--- src/rtl/regfile_pkg.sv ---
// Shared constants and types for the self-clearing MIPS-style register file.
package regfile_pkg;

    localparam int WIDTH_DEF     = 32;
    localparam int ADDR_BITS_DEF = 5;
    localparam int NREGS         = 2 ** ADDR_BITS_DEF;
    localparam int ZERO_REG      = 0;

    typedef enum logic {
        CLEAR = 1'b0,
        READY = 1'b1
    } state_e;

endpackage : regfile_pkg

--- src/rtl/regfile_clr_seq.sv ---
// Clear sequencer: walks registers 1..NREGS-1 writing zero, then admits user writes.
module regfile_clr_seq
    import regfile_pkg::*;
#(
    parameter int ADDR_BITS = ADDR_BITS_DEF
) (
    input  logic                 clk_i,
    input  logic                 rst_i,
    input  logic                 clear_req_i,
    input  logic                 user_we_i,
    output logic                 busy_o,
    output logic                 clr_we_o,
    output logic [ADDR_BITS-1:0] clr_addr_o,
    output logic                 write_dropped_o
);

    localparam logic [ADDR_BITS-1:0] FIRST_IDX = ADDR_BITS'(1);
    localparam logic [ADDR_BITS-1:0] LAST_IDX  = ADDR_BITS'((2 ** ADDR_BITS) - 1);

    state_e               state_q;
    logic [ADDR_BITS-1:0] clr_idx_q;
    logic                 write_dropped_q;

    // NOTE: sequential state uses non-blocking assignments so every register
    // samples pre-edge values regardless of statement order.
    always_ff @(posedge clk_i or posedge rst_i) begin
        if (rst_i) begin
            state_q         <= CLEAR;
            clr_idx_q       <= FIRST_IDX;
            write_dropped_q <= 1'b0;
        end else begin
            case (state_q)
                CLEAR: begin
                    write_dropped_q <= user_we_i;
                    clr_idx_q       <= clr_idx_q + 1'b1;
                    if (clr_idx_q == LAST_IDX) begin
                        state_q <= READY;
                    end
                end
                READY: begin
                    write_dropped_q <= 1'b0;
                    if (clear_req_i) begin
                        state_q   <= CLEAR;
                        clr_idx_q <= FIRST_IDX;
                    end
                end
                default: begin
                    state_q <= CLEAR;
                end
            endcase
        end
    end

    // Holding reset must not disturb storage, so the clear write waits for release.
    assign busy_o          = (state_q == CLEAR);
    assign clr_we_o        = (state_q == CLEAR) && !rst_i;
    assign clr_addr_o      = clr_idx_q;
    assign write_dropped_o = write_dropped_q;

endmodule : regfile_clr_seq

--- src/rtl/regfile_clr.sv ---
// 32x32 register file: two combinational reads, one write, r0 = 0, write-through bypass.
module regfile_clr
    import regfile_pkg::*;
#(
    parameter int WIDTH     = WIDTH_DEF,
    parameter int ADDR_BITS = ADDR_BITS_DEF,
    parameter bit BYPASS    = 1'b1
) (
    input  logic                 Clk,
    input  logic                 Reset,
    input  logic [ADDR_BITS-1:0] ReadRegister1,
    input  logic [ADDR_BITS-1:0] ReadRegister2,
    output logic [WIDTH-1:0]     ReadData1,
    output logic [WIDTH-1:0]     ReadData2,
    input  logic [ADDR_BITS-1:0] WriteRegister,
    input  logic [WIDTH-1:0]     WriteData,
    input  logic                 RegWrite,
    input  logic                 ClearReq,
    output logic                 Busy,
    output logic                 WriteDropped
);

    localparam int                   DEPTH     = 2 ** ADDR_BITS;
    localparam logic [ADDR_BITS-1:0] ZERO_ADDR = ADDR_BITS'(ZERO_REG);

    logic [WIDTH-1:0]     mem [DEPTH];
    logic                 user_we;
    logic                 clr_we;
    logic [ADDR_BITS-1:0] clr_addr;
    logic                 mem_we;
    logic [ADDR_BITS-1:0] mem_waddr;
    logic [WIDTH-1:0]     mem_wdata;

    assign user_we = RegWrite && (WriteRegister != ZERO_ADDR);

    regfile_clr_seq #(
        .ADDR_BITS(ADDR_BITS)
    ) u_seq (
        .clk_i          (Clk),
        .rst_i          (Reset),
        .clear_req_i    (ClearReq),
        .user_we_i      (user_we),
        .busy_o         (Busy),
        .clr_we_o       (clr_we),
        .clr_addr_o     (clr_addr),
        .write_dropped_o(WriteDropped)
    );

    // NOTE: every always_comb output gets a default first so no path infers a latch.
    always_comb begin
        mem_we    = 1'b0;
        mem_waddr = clr_addr;
        mem_wdata = '0;
        if (clr_we) begin
            mem_we = 1'b1;
        end else if (user_we && !Busy) begin
            mem_we    = 1'b1;
            mem_waddr = WriteRegister;
            mem_wdata = WriteData;
        end
    end

    // NOTE: storage has no reset so it can map onto RAM; the clear sequencer
    // zeroes it instead, and reads are masked until that finishes.
    always_ff @(posedge Clk) begin
        if (mem_we) begin
            mem[mem_waddr] <= mem_wdata;
        end
    end

    always_comb begin
        ReadData1 = '0;
        ReadData2 = '0;
        if (!Busy) begin
            if (ReadRegister1 != ZERO_ADDR) begin
                if (BYPASS && user_we && (ReadRegister1 == WriteRegister)) begin
                    ReadData1 = WriteData;
                end else begin
                    ReadData1 = mem[ReadRegister1];
                end
            end
            if (ReadRegister2 != ZERO_ADDR) begin
                if (BYPASS && user_we && (ReadRegister2 == WriteRegister)) begin
                    ReadData2 = WriteData;
                end else begin
                    ReadData2 = mem[ReadRegister2];
                end
            end
        end
    end

endmodule : regfile_clr

--- config.mk ---
export PLATFORM = sky130hd
export DESIGN_NAME = regfile_clr
export DESIGN_NICKNAME = d
export VERILOG_FILES = /design/src/rtl/regfile_pkg.sv /design/src/rtl/regfile_clr_seq.sv /design/src/rtl/regfile_clr.sv
export SDC_FILE = /design/constraint.sdc
export NUM_CORES = 1
export LEC_CHECK = 0
export BUFFER_PORTS_ARGS = -buffer_cell sky130_fd_sc_hd__buf_2
export CORE_ASPECT_RATIO = 0.9
export CORE_MARGIN = 4
export CORE_UTILIZATION = 30
export DETAILED_ROUTE_END_ITERATION = 7
export PLACE_DENSITY = 0.46
export SYNTH_ARGS = -nofsm -noshare
export SYNTH_HDL_FRONTEND = slang
export SYNTH_SLANG_ARGS = --single-unit
--- constraint.sdc ---
create_clock -name Clk -period 8.76 [get_ports Clk]
set_clock_uncertainty 0.05 [all_clocks]
set_input_delay 0.876 -clock Clk [delete_from_list [all_inputs] [get_ports Clk]]
set_output_delay 0.876 -clock Clk [all_outputs]
set_load 0.02 [all_outputs]
# Word level (Yosys, flattened, before mapping)
# Memory sizes are Yosys's and may differ from the RTL's.
# Index checks and enable logic that the tools add are counted.
# classes
addsub,1
n_eq_ne,4
n_mux,20
bitwise_logic,1
n_reduce_logical,9
# ops
cell,n
2-to-1 mux 32 bit,8
2-to-1 mux 5 bit,3
nonzero test 5 bit,3
== test 5 bit,2
case mux 5 bit (2 select lines),1
2-to-1 mux 1 bit,6
adder 5 x 1 -> 5 bit (second input constant),1
== test 5 bit (second input constant),1
logical AND 1 bit,5
case mux 1 bit (2 select lines),2
inequality test 2 bit (second input constant),1
zero test 1 bit,1
inverter 1 bit,1
# word_totals
regBits,7
mem_bits_rw,1024
inputBits,51
output_inout_bits,66
word_cells,39
memories,1
# memory_table
name,depth,width,read_ports,rd_clocked_by_memory_dff,write_ports,line,text
mem,32,32,2,0,1,regfile_clr.sv:26,logic [WIDTH-1:0] mem [DEPTH];

# Longest topological paths before layout
# depth
ltp_word,7
depth_mapped,8
depth_no_buf,5

# Hierarchy
# A second synthesis with hierarchy kept.
# hier_totals
cells_unflattened,2822
hier_area_um2,49476.2
# modules_own_cells
mod,n_inst,cells_per_inst,area_per_inst_um2
regfile_clr,1,2795,49148.4
regfile_clr_seq,1,27,327.8

# Worst setup path after synthesis
# No wires, ideal clock.
# synth_timing
path_type,input -> register
from,in WriteRegister[2]
to,"mem mem[22][0] (netlist name), enable pin"
setup_time_ns,0.461
arrival_time_ns,4.347
required_ns,8.249
setup_slack_ns,3.901
cell_stages,6
n_path_buf,2
path_cell_list,buf_2 > or4_4 > o211ai_1 > buf_2 > a21oi_1 > nor3_1
# synth_via
elab_chain_cells,7
elab_cells_between_ends,9
cone_classes,6 x mux; 3 x reduce/logical
# synth_lines
item,line,text
start: declaration,regfile_clr.sv:15,"input logic [ADDR_BITS-1:0] WriteRegister,"
nonzero test 5 bit,regfile_clr.sv:34,assign user_we = RegWrite && (WriteRegister != ZERO_ADDR);
logical AND 1 bit,regfile_clr.sv:34,
logical AND 1 bit,regfile_clr.sv:56,end else if (user_we && !Busy) begin
2-to-1 mux 1 bit,regfile_clr.sv:56,
2-to-1 mux 1 bit,regfile_clr.sv:54,if (clr_we) begin
2-to-1 mux 1 bit,regfile_clr.sv:66,if (mem_we) begin
2-to-1 mux 1 bit (implied by the code),regfile_clr.sv:67,mem[mem_waddr] <= mem_wdata;
end: declaration,regfile_clr.sv:26,
# Parallel ways exist; a longest one is shown, timed or not.

# Final worst setup path
# layout_timing
from,in ReadRegister2[4]
to,out ReadData2[27]
# layout_via
elab_chain_cells,5
elab_cells_between_ends,7
cone_classes,1 x eq/ne; 3 x mux; 2 x reduce/logical; 1 x memory
# layout_lines
item,line,text
start: declaration,regfile_clr.sv:12,"input logic [ADDR_BITS-1:0] ReadRegister2,"
branches (longest 3 deep; another with memory (32 x 32 bit)),-,
2-to-1 mux 32 bit *,regfile_clr.sv:82,if (ReadRegister2 != ZERO_ADDR) begin
2-to-1 mux 32 bit *,regfile_clr.sv:74,if (!Busy) begin
end: declaration,regfile_clr.sv:14,"output logic [WIDTH-1:0] ReadData2,"
# Mark *: on every way between the ends.

==> summary.md <==
| Metric | Value |
|---|---|
| Die W | 431 um |
| WL final | 166000 um |
| Die Y | 388 um |
| Setup TNS | 0 ns |
| FP Rows | 139 |
| Die area | 167000 um2 |
| First-pass GRT wire length | 231000 um |
| Layout area overhead | 13.6% |
| Worst Hold Class | in2async |
| Status | completed |
| Vias | 27900 |
| Worst EP arrival | 4.27 ns |
| Synth Area in Simple Gates | 2.85% |
| Final min period | 5.20 ns |
| DR WL/cell | 35.0 um |
| Maximum VDD drop | 143 uV |
| Synth Cell Area | 48200 um2 |
| Synthesized Nets | 2505 |
| Post-synthesis sequential area ratio | 64.1% |
| Critical path's most frequent cell | buf_4 |
| Post-synthesis xor/xnor area fraction | 0.182% |
| CP max FO | 41 |
| Maxcap violations | 0 |
| Top-area cell type share of the netlist area | 63.8% |
| Total Power | 11.8 mW |
| Pin count of the biggest net entering global routing | 99 |
| Starting Density | 30.2% |
| Fmax | 0.192 GHz |
| GRT Total Usage | 19.5% |
| Critical path class | in2out |
| Mux cell area share after synthesis | 25.3% |
| Worst-skew pair later-pin latency | 0.71 ns |
| Critical Path Start Type | input port |
| Placed cells | 4546 |
| Core ar. | 160000 um2 |
| Dominant synthesized flop cell | edfxtp_1 |
| Post-synth EDFFs | 1024 |
| Fin cells | 4738 |
| Unrepaired setup endpoints after global routing | no |
| ANT nets after route | 0 |
| Max clock buf depth | 3 |
| FFs w/ async S/R, synth | 0.679% |
| PD cells | 216 nW/um2 |
| Clock transition at the registers of the reported paths | 0.06 ns |
| Synth unique cells | 49 |
| Initial DRC count | 3189 |
| Initial antenna violation count | 10 |
| CTS tree | yes |
| Syn avg cell area | 19.7 um2 |
| Max incr delay on CP | 0.80 ns |
| Largest cells by area after synthesis | edfxtp_1, mux4_2, a211oi_1 |
| Placer Congestion | 0.802 |
| Post-synth top cells | edfxtp_1, mux4_2, a211oi_1, clkbuf_1, buf_2 |
| WP data required | 7.83 ns |
| Clk sinks | 1031 |
| CP Capture Type | output pin |
| Worst slew pin tran | 1.19 ns |
| Sequential cell area | 30900 um2 |
| Slew margin rel. | 19.8% |
| GR Overflow Total | 0 |
| Area occupied by multi-input gates | 16600 um2 |
| Detailed placement HPWL | 94000 um |
| Synth warn | 0 |
| Largest family of logic cells by synthesized area | multiplexers |
| First-pass iteration count of the detailed router | 5 |
| Hold Buf Count CTS | 0 |
| Layout Nets | 2593 |
| Critical path's slowest cell | nor2b_4 |
| Count leader, synth | edfxtp_1 |
| Fin. Hold Viols | 0 |
| Crit share post-route | 59.3% |
| Fin. max-slew vios | 0 |
| Cts bufs inserted | 107 |
| Pleak | 17.6 nW |
| # DRC | 0 |
| CTS resizes | 0 |
| IO Pins | 117 |
| Synth area leader | edfxtp_1 |
| Vias in the first global route | 29200 |
| Crit-path cells | buf_4, buf_4, nor2b_4, buf_4, a22oi_1, nand2_1, a221o_1, buf_2 |
| Complex-gate fraction of the synthesized area | 5.51% |
| CTS Root Cell | clkbuf_16 |
| Fill cell count | 15000 |
| Synth Area in Adders | 0.0519% |
| Post-CTS setup buffers | 0 |
| Final Util | 34.3% |
| Proportion of layout cells with a drive suffix above 1 | 33.8% |
| Via/cell ratio | 5.89 |
| CTS H-tree depth | 3 |
| Number of port buffers | 116 |
| Synth Register Bits | 1031 |
| Syn Inst Count | 2452 |
| Final setup vio count | 0 |
==> critical path, delay by kind of cell <==
| family | cells | cell delay, ns |
|---|---|---|
| simple gates | 2 | 0.91 |
| buf+inv | 4 | 1.99 |
| compound gates | 2 | 0.45 |
==> logic make-up (layout without fill, tap and decap cells) <==
logic type                 count (synthesis)  in the layout
muxes                                    579            579
xor gates and xnor gates                  10             10
AOI/OAI and AO/OA                        355            355
other                                      0              1
and+or+nand+nor                          262            262
buffers and inverters                    213            383
DFF                                     1031           1031
adders and majority gates                  2              2
==> layer usage <==
| layer | up-vias | global-route usage [%] | part of all wire (%) |
|---|---|---|---|
| li1 | 10900 | - | - |
| met1 | 15300 | 28.3 | 43 |
| met2 | 1405 | 30.1 | 46 |
| met3 | 266 | 3.88 | 8.1 |
| met4 | 0 | 5.32 | 2.8 |
| met5 | - | 0 | 0 |
==> flip-flops by register name, indices dropped and copies added (netlist names) <==
signal	count
u_seq.state_q	1
mem	1024
u_seq.write_dropped_o	1
u_seq.clr_addr_o	5
==> worst paths after layout <==
path	startpoint	endpoint	slack (ns)	depth (start not counted)
worst min-delay path	Reset	u_seq.clr_addr_o[1]	0.07	2
worst min register to register	u_seq.clr_addr_o[0]	u_seq.clr_addr_o[3]	0.54	2
max in group asynchronous	Reset	u_seq.clr_addr_o[0]	8.31	2
min in group Clk	ClearReq	u_seq.clr_addr_o[1]	0.35	2
worst max register to register	u_seq.state_q	mem[21][13]	4.49	5
worst max-delay path	ReadRegister2[4]	ReadData2[27]	3.56	8
==> placed cells by master (no fill, tap or decap), types with 10 or more instances in the layout <==
cell type and n:
edfxtp_1 1024, mux4_2 512, clkbuf_16 110, buf_2 108, a211oi_1 98, mux2i_1 66, o22ai_1 65, nor2b_1 65
buf_4 65, a221o_1 64, a22oi_1 60, nand2_1 45, a21oi_1 36, nor3_1 34, and2_1 32, clkbuf_1 29
nor2_4 28, clkinv_1 27, clkinv_2 16, nor2_1 15, o21ai_0 10, xnor2_1 10
==> stage by stage <==
step	instance area, um2	hold WS (ns)	setup slack, ns
floorplan	48200	0.490	3.90
global placement	51500	0.514	3.68
global route	54800	0.0637	3.54
detailed placement	51500	0.530	3.66
CTS	54800	0.0330	3.65
finish	54800	0.0709	3.56
==> report_power, final <==
part / switching, mW / total (mW) / internal [mW]
combinational: 1.04 / 1.58 / 0.540
sequential: 0.122 / 5.84 / 5.72
clock: 1.90 / 4.39 / 2.49
total: 3.07 / 11.8 / 8.75
==> final cells by class <==
cell class,count,share of cell area (%)
Sequential cell,1031,56.5
Multi-Input combinational cell,1208,30.4
Clock buffer,140,5.25
Tap cell,2115,4.83
Timing Repair Buffer,186,2.29
Clock inverter,51,0.752
Inverter,6,0.0411
Antenna cell,1,0.00457
No activity file was read; power rests on OpenSTA's default activity.
